File: src/rtl/guess_entry.sv
// Button front end for the ntermo game: synchronise, debounce and edge-detect four
// push-buttons, then edit three 3-bit guess digits under a cursor and strobe ENTER.
module guess_entry #(
  parameter int DEBOUNCE_CYCLES = 4
) (
  input  logic       CLK,
  input  logic       RESET,
  input  logic       BTN_INC,
  input  logic       BTN_DEC,
  input  logic       BTN_NEXT,
  input  logic       BTN_ENTER,
  output logic [2:0] N0,
  output logic [2:0] N1,
  output logic [2:0] N2,
  output logic       ENTER,
  output logic [1:0] CURSOR
);

  // The counter never needs to hold more than DEBOUNCE_CYCLES-1.
  localparam int CW = (DEBOUNCE_CYCLES > 2) ? $clog2(DEBOUNCE_CYCLES) : 1;

  logic [3:0] btn_raw;
  logic [3:0] event_w;

  assign btn_raw = {BTN_ENTER, BTN_NEXT, BTN_DEC, BTN_INC};

  generate
    for (genvar gi = 0; gi < 4; gi++) begin : g_btn
      logic          sync1_q, sync1_d;
      logic          sync2_q, sync2_d;
      logic          deb_q, deb_d;
      logic          prev_q, prev_d;
      logic [CW-1:0] cnt_q, cnt_d;

      always_comb begin
        sync1_d = btn_raw[gi];
        sync2_d = sync1_q;
        deb_d   = deb_q;
        prev_d  = deb_q;
        cnt_d   = '0;
        if (sync2_q != deb_q) begin
          if (cnt_q == CW'(DEBOUNCE_CYCLES - 1)) begin
            deb_d = sync2_q;
          end else begin
            cnt_d = cnt_q + 1'b1;
          end
        end
      end

      always_ff @(posedge CLK) begin
        if (RESET) begin
          sync1_q <= 1'b0;
          sync2_q <= 1'b0;
          deb_q   <= 1'b0;
          prev_q  <= 1'b0;
          cnt_q   <= '0;
        end else begin
          sync1_q <= sync1_d;
          sync2_q <= sync2_d;
          deb_q   <= deb_d;
          prev_q  <= prev_d;
          cnt_q   <= cnt_d;
        end
      end

      assign event_w[gi] = deb_q & ~prev_q;
    end
  endgenerate

  logic       ev_inc, ev_dec, ev_next, ev_enter;
  logic [2:0][2:0] digit_q, digit_d;
  logic [1:0] cursor_q, cursor_d;
  logic       enter_q, enter_d;

  assign {ev_enter, ev_next, ev_dec, ev_inc} = event_w;

  always_comb begin
    digit_d  = digit_q;
    cursor_d = cursor_q;
    enter_d  = 1'b0;
    if (ev_enter) begin
      enter_d  = 1'b1;
      cursor_d = 2'd0;
    end else if (cursor_q == 2'd3) begin
      cursor_d = 2'd0;
    end else begin
      // Edits land on the pre-advance cursor even when NEXT fires in the same cycle.
      for (int i = 0; i < 3; i++) begin
        if (cursor_q == 2'(i)) begin
          if (ev_inc && !ev_dec) begin
            digit_d[i] = digit_q[i] + 3'd1;
          end else if (ev_dec && !ev_inc) begin
            digit_d[i] = digit_q[i] - 3'd1;
          end
        end
      end
      if (ev_next) begin
        cursor_d = (cursor_q == 2'd2) ? 2'd0 : cursor_q + 2'd1;
      end
    end
  end

  always_ff @(posedge CLK) begin
    if (RESET) begin
      digit_q  <= '0;
      cursor_q <= 2'd0;
      enter_q  <= 1'b0;
    end else begin
      digit_q  <= digit_d;
      cursor_q <= cursor_d;
      enter_q  <= enter_d;
    end
  end

  assign N0     = digit_q[0];
  assign N1     = digit_q[1];
  assign N2     = digit_q[2];
  assign ENTER  = enter_q;
  assign CURSOR = cursor_q;

endmodule

File: config.mk
export PLATFORM = sky130hd
export DESIGN_NAME = guess_entry
export DESIGN_NICKNAME = d
export VERILOG_FILES = /design/src/rtl/guess_entry.sv
export SDC_FILE = /design/constraint.sdc
export NUM_CORES = 1
export LEC_CHECK = 0
export ABC_AREA = 1
export CAP_MARGIN = 20
export CORE_ASPECT_RATIO = 1.1
export CORE_UTILIZATION = 33
export CTS_CLUSTER_DIAMETER = 150
export DETAILED_ROUTE_END_ITERATION = 10
export PLACE_DENSITY = 0.62
export SETUP_SLACK_MARGIN = 0.3
export SLEW_MARGIN = 0
export SYNTH_ARGS = -nofsm -noshare
export SYNTH_HDL_FRONTEND = slang
export SYNTH_SLANG_ARGS = --single-unit
export TNS_END_PERCENT = 1
File: constraint.sdc
create_clock -name CLK -period 5.3 [get_ports CLK]
set_input_delay 1.06 -clock CLK [delete_from_list [all_inputs] [get_ports CLK]]
set_output_delay 1.06 -clock CLK [all_outputs]
set_load 0.1 [all_outputs]
[Yosys cells after proc, flatten, opt, wreduce, memory -nomap -nowiden]
Index checks and enable logic that the tools add are counted.
Cells by class
  equality and inequality tests: 11
  add/subtract/negate cells: 11
  muxes and demuxes: 8
  reduce and logical (&&, ||, !) cells: 18
  bitwise operators: 14
Operators with widths (count)
  two-way mux 3 bit: 6
  OR reduction 3 bit: 5
  equality test 2 bit (second input constant): 6
  AND reduction 4 bit: 3
  adder 2 x 1 -> 2 bit (second input constant): 5
  inverter 1 bit: 10
  adder 3 x 1 -> 3 bit (second input constant): 3
  subtractor 3 x 1 -> 3 bit (second input constant): 3
  AND reduction 2 bit: 4
  bitwise AND 1 bit: 4
  != test 1 bit: 4
  equality test 2 x 1 -> 1 bit (second input constant): 1
  logical AND 1 bit: 2
  logical NOT 1 bit: 2
  logical NOT 2 bit: 1
  two-way mux 2 bit: 1
  nonzero test 2 bit: 1
  two-way mux 1 bit: 1
Word-level totals
  output and inout bits: 12
  flip-flop bits (word level): 36
  bits of input ports: 6

[Longest topological paths before layout]
Gate-level depths: netlist (run 1).
  depth after elaboration: 6
  depth in mapped cells: 9
  mapped depth without buffers: 9

[Worst setup path before layout (run 1)]
Ideal clock, no wire load.
  path type: register to output
  start: register cursor_q[0] (netlist: CURSOR[0])
  end: output CURSOR[0]
  cell stages (with the launch flop): 1
  path slack: 3244 ps
  arrival time: 996 ps
  data required time: 4240 ps
  path through: dfxtp_1
RTL lines
  start, declared: RTL line 72  | logic [1:0] cursor_q, cursor_d;
  start signal, assigned: RTL line 110  | cursor_q <= cursor_d;
  end, declared: RTL line 16  | output logic [1:0] CURSOR
No word-level cell between the ends.

[Worst setup path in the final report (run 1)]
  start: register cursor_q[0] (netlist: CURSOR[0])
  end: output CURSOR[0]
No word-level cell between the ends.

==> results of run 1 <==
## state kept, by name, indices dropped and copies added (netlist names)
register and flops:
CURSOR 2, g_btn.deb_q 4, N2 3, g_btn.cnt_q 8, ENTER 1, g_btn.sync1_q 4, g_btn.prev_q 4, N1 3
N0 3, g_btn.sync2_q 4
## stage by stage
step,instances,power (mW),hold WS [ns],setup WS (ns)
finish,243,0.486,0.401,2.34
global route,243,0.508,0.407,2.27
CTS,243,0.493,0.402,2.32
detailed placement,235,0.297,0.393,2.54
global placement,235,0.296,0.389,2.61
floorplan,169,0.292,0.388,3.24
## worst paths after layout
path,startpoint,endpoint,depth (start not counted),slack (ns)
hold / removal,g_btn[0].sync1_q,g_btn[0].sync2_q,2,0.40
setup / recovery,CURSOR[0],CURSOR[0],1,2.34
setup reg to reg,g_btn[0].deb_q,N0[2],9,3.38
hold reg to reg,g_btn[0].sync1_q,g_btn[0].sync2_q,2,0.40
## cell usage in the layout (no fill, tap or decap)
cell type	instances
or2_2	1
dfxtp_1	36
clkbuf_8	6
nand2_2	1
o21ai_0	8
ha_1	5
nor2_1	34
clkdlybuf4s50_1	17
clkbuf_1	2
fa_1	3
nand2_1	10
nor2_2	1
nor2_4	3
nand3_1	2
nand2_4	2
nand3_2	3
inv_1	31
a21oi_1	16
o211ai_1	4
o21ai_1	2
xnor2_1	3
nand4_1	1
## cells by family (layout without fill, tap and decap cells)
group	Yosys count	count (layout)	share of synthesized area [%]
AOI/OAI and AO/OA	30	30	11.0
buffers and inverters	34	56	9.47
xor gates and xnor gates	3	3	1.81
and+or+nand+nor	58	58	19.7
adders and majority gates	8	8	8.43
DFF	36	36	49.6
## power by group
part	internal (mW)	switching, mW
combinational	0.00651	0.00765
sequential	0.274	0.00166
clock	0.106	0.0900
## synth_stat cells, drive strengths merged
master	n
ha	5
xnor2	3
dfxtp	36
nand3	5
fa	3
inv	31
nor2	38
o21ai	10
a21oi	16
nand2	13
nand4	1
o211ai	4
or2	1
buf	3
## area by class of cell
class	count	area share, %
well taps	52	3.70
multi-input cells	99	33.9
flip-flops and latches	36	41.0
inverters	31	6.62
repair buffers	17	9.68
clock buffers	8	5.12
## metal layers
layer / vias up / global-route usage [%] / routed length (um)
met3: 7 / 5.25 / 116
met1: 462 / 14.0 / 1040
met4: 0 / 6.52 / 55
met5: - / 0 / 0
li1: 561 / - / -
met2: 21 / 18.8 / 1110
==> metrics.csv, run 1 <==
stage;metric;value;unit
sta;Final Hold Vio Count;0;
global_routing;number of global-route vias before repair;1002;
finish;nets@finish;204;
sta;RSZ-0062 raised after global routing;false;
critical_path;CP Max Fanout;6;
die;Die Y;71.6;um
sta;Setup Total Neg Slack;0;ns
job;number of max-cap violations;0;
synthesis;top post-synthesis cells by area;dfxtp_1, nor2_1, inv_1;
die;die area;4680;um2
power_and_ir_drop;worst vdd ir;0.135;mV
synthesis;post-synth top area share;49.6;%
synthesis;syn nets;183;
cts;post-CTS setup buffers;0;
sta;Fmax achieved;338;MHz
cts;Root Driver;clkbuf_8;
cts;H-tree levels;2;
critical_path;Worst Path Buf+Inv;1;
cts;Max Buffers Root-to-Sink;2;
die;Starting Density;35.6;%
cts;hold_buf cts;0;
routing;via count;1051;
outcome;status;completed;
synthesis;Post-Syn Area per Cell;8.60;um2
finish;layout cells sized above 1;8.90;%
critical_path;Worst Path Required;4.24;ns
sta;minimum clock period;2.96;ns
sta;post-route clock period utilization;55.8;%
power_and_ir_drop;PwrDens;276;nW/um2
placed_design;DP Wirelength;1.69;mm
critical_path;Worst setup EP type;output port;
sta;Worst-Margin Slew;0.972;ns
routing;TritonRoute pass-1 iters;4;
critical_path;CP arrival;1.90;ns
cts;CTS tree;yes;
sta;final setup fails;0;
cts;clk slew on worst S/H paths;0.07;ns
placed_design;Placer Congestion;0.740;
routing;Via density;4.33;
critical_path;Crit path largest cell delay;1.18;ns
placed_design;buffers added on ports;17;
global_routing;gr ovfl total;0;
synthesis;Post-Syn Area;1450;um2
finish;final instance area;1760;um2
synthesis;post-synthesis sequential area ratio;49.6;%
sta;Worst Clk Skew;0.00199;ns
placed_design;area post-placement;1670;um2
cts;clock sinks;36;
critical_path;CP Cell Sequence;clkdlybuf4s50_1;
routing;routed wire length;2.32;mm
die;Std-Cell Rows;24;
sta;Worst slew margin;35.0;%
routing;drt initial violations;25;
cts;CTS Buf Count;5;
sta;max-slew violations;0;
power_and_ir_drop;Leak Pwr;0.684;nW
finish;Register Area;721;um2
critical_path;Startpoint Class;flop;
synthesis;Synth Register Bits;36;
global_routing;initial antenna violation count;0;
global_routing;largest net degree at the start of global routing;22;
cts;post_cts resized;0;
worst_hold_path;Hold WC Path Type;flop to flop;
routing;# DRC;0;
finish;area of the multi-input gates;596;um2
synthesis;Yosys cell types;21;
synthesis;YS warnings;0;
synthesis;Mapped Cells;169;
critical_path;family with the most delay on the worst path;buffers and inverters;
global_routing;Total Routing Usage GR;12.1;%
finish;Layout area overhead;20.9;%
die;IO Count;18;
finish;Layout Utilization;43.0;%
critical_path;CP max-delay cell;clkdlybuf4s50_1;
critical_path;crit path kind;flop to output port;
die;placeable core area;4080;um2
cts;worst skew pair latency;0.28;ns
finish;# fillers;435;
routing;Wirelength per Cell;9.54;um
finish;ANT cells;0;
synthesis;area leader, netlist;dfxtp_1;
die;Die Wd;65.3;um
routing;antenna-violating nets left;0;
global_routing;first-pass GRT wire length;4.22;mm
Power figures use the tool's default switching activity.
==> run 2, diff against run 1 <==
- clock period: 5.3 -> 2.9 ns (I/O delays scaled with it)
==> run 2 against run 1 <==
Sequential share of layout area increased by 0.12 points. Non-clock buffer count grew 1. Global-route usage down 0.66 points. Largest power group unchanged.
==> metrics.csv, run 2 (synthesis gave the netlist of run 1 again) <==
stage;metric;value;unit;change
outcome;status;completed;;unchanged
sta;max-slew violations;0;;unchanged
critical_path;Startpoint Class;flop;;unchanged
routing;drt initial violations;29;;was 25
finish;Layout area overhead;20.6;%;was 20.9%
sta;post-route clock period utilization;64.4;%;
finish;Top reg by flops;g_btn.cnt_q;;unchanged
critical_path;Reg-to-Reg Start;g_btn[0].deb_q;;unchanged
sta;Setup Total Neg Slack;0;ns;unchanged
power_and_ir_drop;Leak Pwr;0.723;nW;was 0.684 nW
global_routing;largest net degree at the start of global routing;22;;unchanged
die;Die Y;71.6;um;unchanged
global_routing;Total Routing Usage GR;11.5;%;was 12.1%
cts;CTS tree;yes;;unchanged
die;Starting Density;35.6;%;unchanged
finish;layout cells sized above 1;16.1;%;was 8.90%
die;IO Count;18;;unchanged
cts;hold_buf cts;0;;unchanged
routing;Via density;4.37;;was 4.33
worst_hold_path;Hold WC Path Type;flop to flop;;unchanged
critical_path;Worst Path Buf+Inv;2;;was 1
routing;Wirelength per Cell;9.14;um;was 9.54 um
die;die area;4680;um2;unchanged
sta;final setup fails;0;;unchanged
critical_path;Worst setup EP type;flop;;was output port
critical_path;FF-to-FF path depth;9;;unchanged
cts;clock sinks;36;;unchanged
finish;max reg flops;8;;unchanged
cts;Root Driver;clkbuf_8;;unchanged
sta;minimum clock period;1.87;ns;
routing;TritonRoute pass-1 iters;2;;was 4
sta;RSZ-0062 raised after global routing;false;;unchanged
global_routing;gr ovfl total;0;;unchanged
global_routing;initial antenna violation count;0;;unchanged
cts;post_cts resized;0;;unchanged
critical_path;Crit. Startpoint;g_btn[0].deb_q;;was CURSOR[0]
sta;Worst slew margin;78.9;%;was 35.0%
routing;antenna-violating nets left;0;;unchanged
cts;H-tree levels;2;;unchanged
critical_path;CP Cell Sequence;inv_1 -> nor2_1 -> ha_1 -> inv_1 -> fa_1 -> xnor2_1 -> nand3_2 -> nand2_1 -> nor2_1;;was clkdlybuf4s50_1
critical_path;Crit path largest cell delay;0.40;ns;was 1.18 ns
cts;clk slew on worst S/H paths;0.07;ns;about the same
cts;Max Buffers Root-to-Sink;2;;unchanged
critical_path;cell count along the critical path;9;;was 1
critical_path;worst reg2reg setup slack;1.03;ns;was 3.38 ns
finish;nets@finish;205;;was 204
routing;via count;1067;;was 1,051
power_and_ir_drop;worst vdd ir;0.302;mV;was 0.135 mV
sta;Worst-Margin Slew;0.317;ns;was 0.972 ns
cts;CTS Buf Count;5;;unchanged
placed_design;DP Wirelength;1.60;mm;was 1.69 mm
critical_path;CP Max Fanout;4;;was 6
placed_design;buffers added on ports;17;;unchanged
die;placeable core area;4080;um2;unchanged
die;Die Wd;65.3;um;unchanged
global_routing;number of global-route vias before repair;962;;was 1,002
critical_path;r2r endpoint;N0[2];;unchanged
routing;# DRC;0;;unchanged
job;number of max-cap violations;0;;unchanged
cts;worst skew pair latency;0.28;ns;about the same
die;Std-Cell Rows;24;;unchanged
routing;routed wire length;2.23;mm;was 2.32 mm
critical_path;CP max-delay cell;fa_1;;was clkdlybuf4s50_1
placed_design;Placer Congestion;0.743;;was 0.740
cts;post-CTS setup buffers;0;;unchanged
sta;Fmax achieved;535;MHz;
finish;most frequent cells in the layout;dfxtp_1, nor2_1, inv_1;;unchanged
finish;commonest non-fill, non-tap cell in the layout;dfxtp_1;;unchanged
sta;worst hold margin;0.402;ns;was 0.401 ns
critical_path;CP arrival;2.05;ns;was 1.90 ns
power_and_ir_drop;PwrDens;545;nW/um2;was 276 nW/um2
global_routing;first-pass GRT wire length;3.95;mm;was 4.22 mm
critical_path;family with the most delay on the worst path;adder cells;;was buffers and inverters
finish;ANT cells;0;;unchanged
critical_path;crit path kind;flop to flop;;was flop to output port
critical_path;Worst Path Required;3.08;ns;was 4.24 ns
sta;Worst Clk Skew;0.00187;ns;was 0.00199 ns
sta;Final Hold Vio Count;0;;unchanged
critical_path;Worst Setup EP;N0[2];;was CURSOR[0]
run 2: layout make-up:
cell class	count	area, um2
Fill cell	446	2330
Sequential cell	36	721
Multi-Input combinational cell	99	596
Timing Repair Buffer	18	148
Inverter	31	116
Clock buffer	6	72.6
Tap cell	52	65.1
Clock inverter	2	35.0
run 2: worst min path at each step:
| stage | startpoint | endpoint | slack, ns | depth (start not counted) |
|---|---|---|---|---|
| 2_1_floorplan | g_btn[0].sync1_q | g_btn[0].sync2_q | 0.39 | 2 |
| 3_3_place_gp | g_btn[2].sync1_q | g_btn[2].sync2_q | 0.39 | 2 |
| 3_5_place_dp | g_btn[2].sync1_q | g_btn[2].sync2_q | 0.40 | 2 |
| 4_1_cts | g_btn[2].sync1_q | g_btn[2].sync2_q | 0.41 | 2 |
| 5_1_grt | g_btn[2].sync1_q | g_btn[2].sync2_q | 0.43 | 2 |
| 6_report | g_btn[2].sync1_q | g_btn[2].sync2_q | 0.40 | 2 |
run 2: per-layer routing:
metal  GRT usage (%)  part of all wire (%)  vias to the layer above
met5               0                     0                        -
met4            8.70                   2.7                        0
met3            3.82                   4.6                        7
met2            18.3                    46                       18
met1            12.5                    47                      473
li1                -                     -                      569
run 2: tightest hold or removal path, cell delays in order, from the launching register on:
cell	delay [ns]
dfxtp_1	0.30
inv_1	0.04
nor2_1	0.03
run 2: report_power, final:
| group | internal [mW] | leakage, nW | total [mW] | switching (mW) |
|---|---|---|---|---|
| registers | 0.501 | 0.292 | 0.504 | 0.00298 |
| logic | 0.0127 | 0.376 | 0.0269 | 0.0143 |
| clock network | 0.255 | 0.0552 | 0.425 | 0.170 |
| total | 0.769 | 0.723 | 0.956 | 0.187 |
run 2: stage by stage:
| step | power [mW] | setup WS (ns) | area (um2) | std cells | util [%] |
|---|---|---|---|---|---|
| 5_1_grt | 1.00 | 0.820 | 1750 | 244 | 42.9 |
| 6_report | 0.956 | 1.03 | 1750 | 244 | 42.9 |
| 3_3_place_gp | 0.542 | 1.04 | 1650 | 236 | 40.3 |
| 3_5_place_dp | 0.543 | 1.03 | 1650 | 236 | 40.3 |
| 4_1_cts | 0.976 | 1.02 | 1750 | 244 | 42.9 |
| 2_1_floorplan | 0.533 | 1.10 | 1450 | 169 | - |
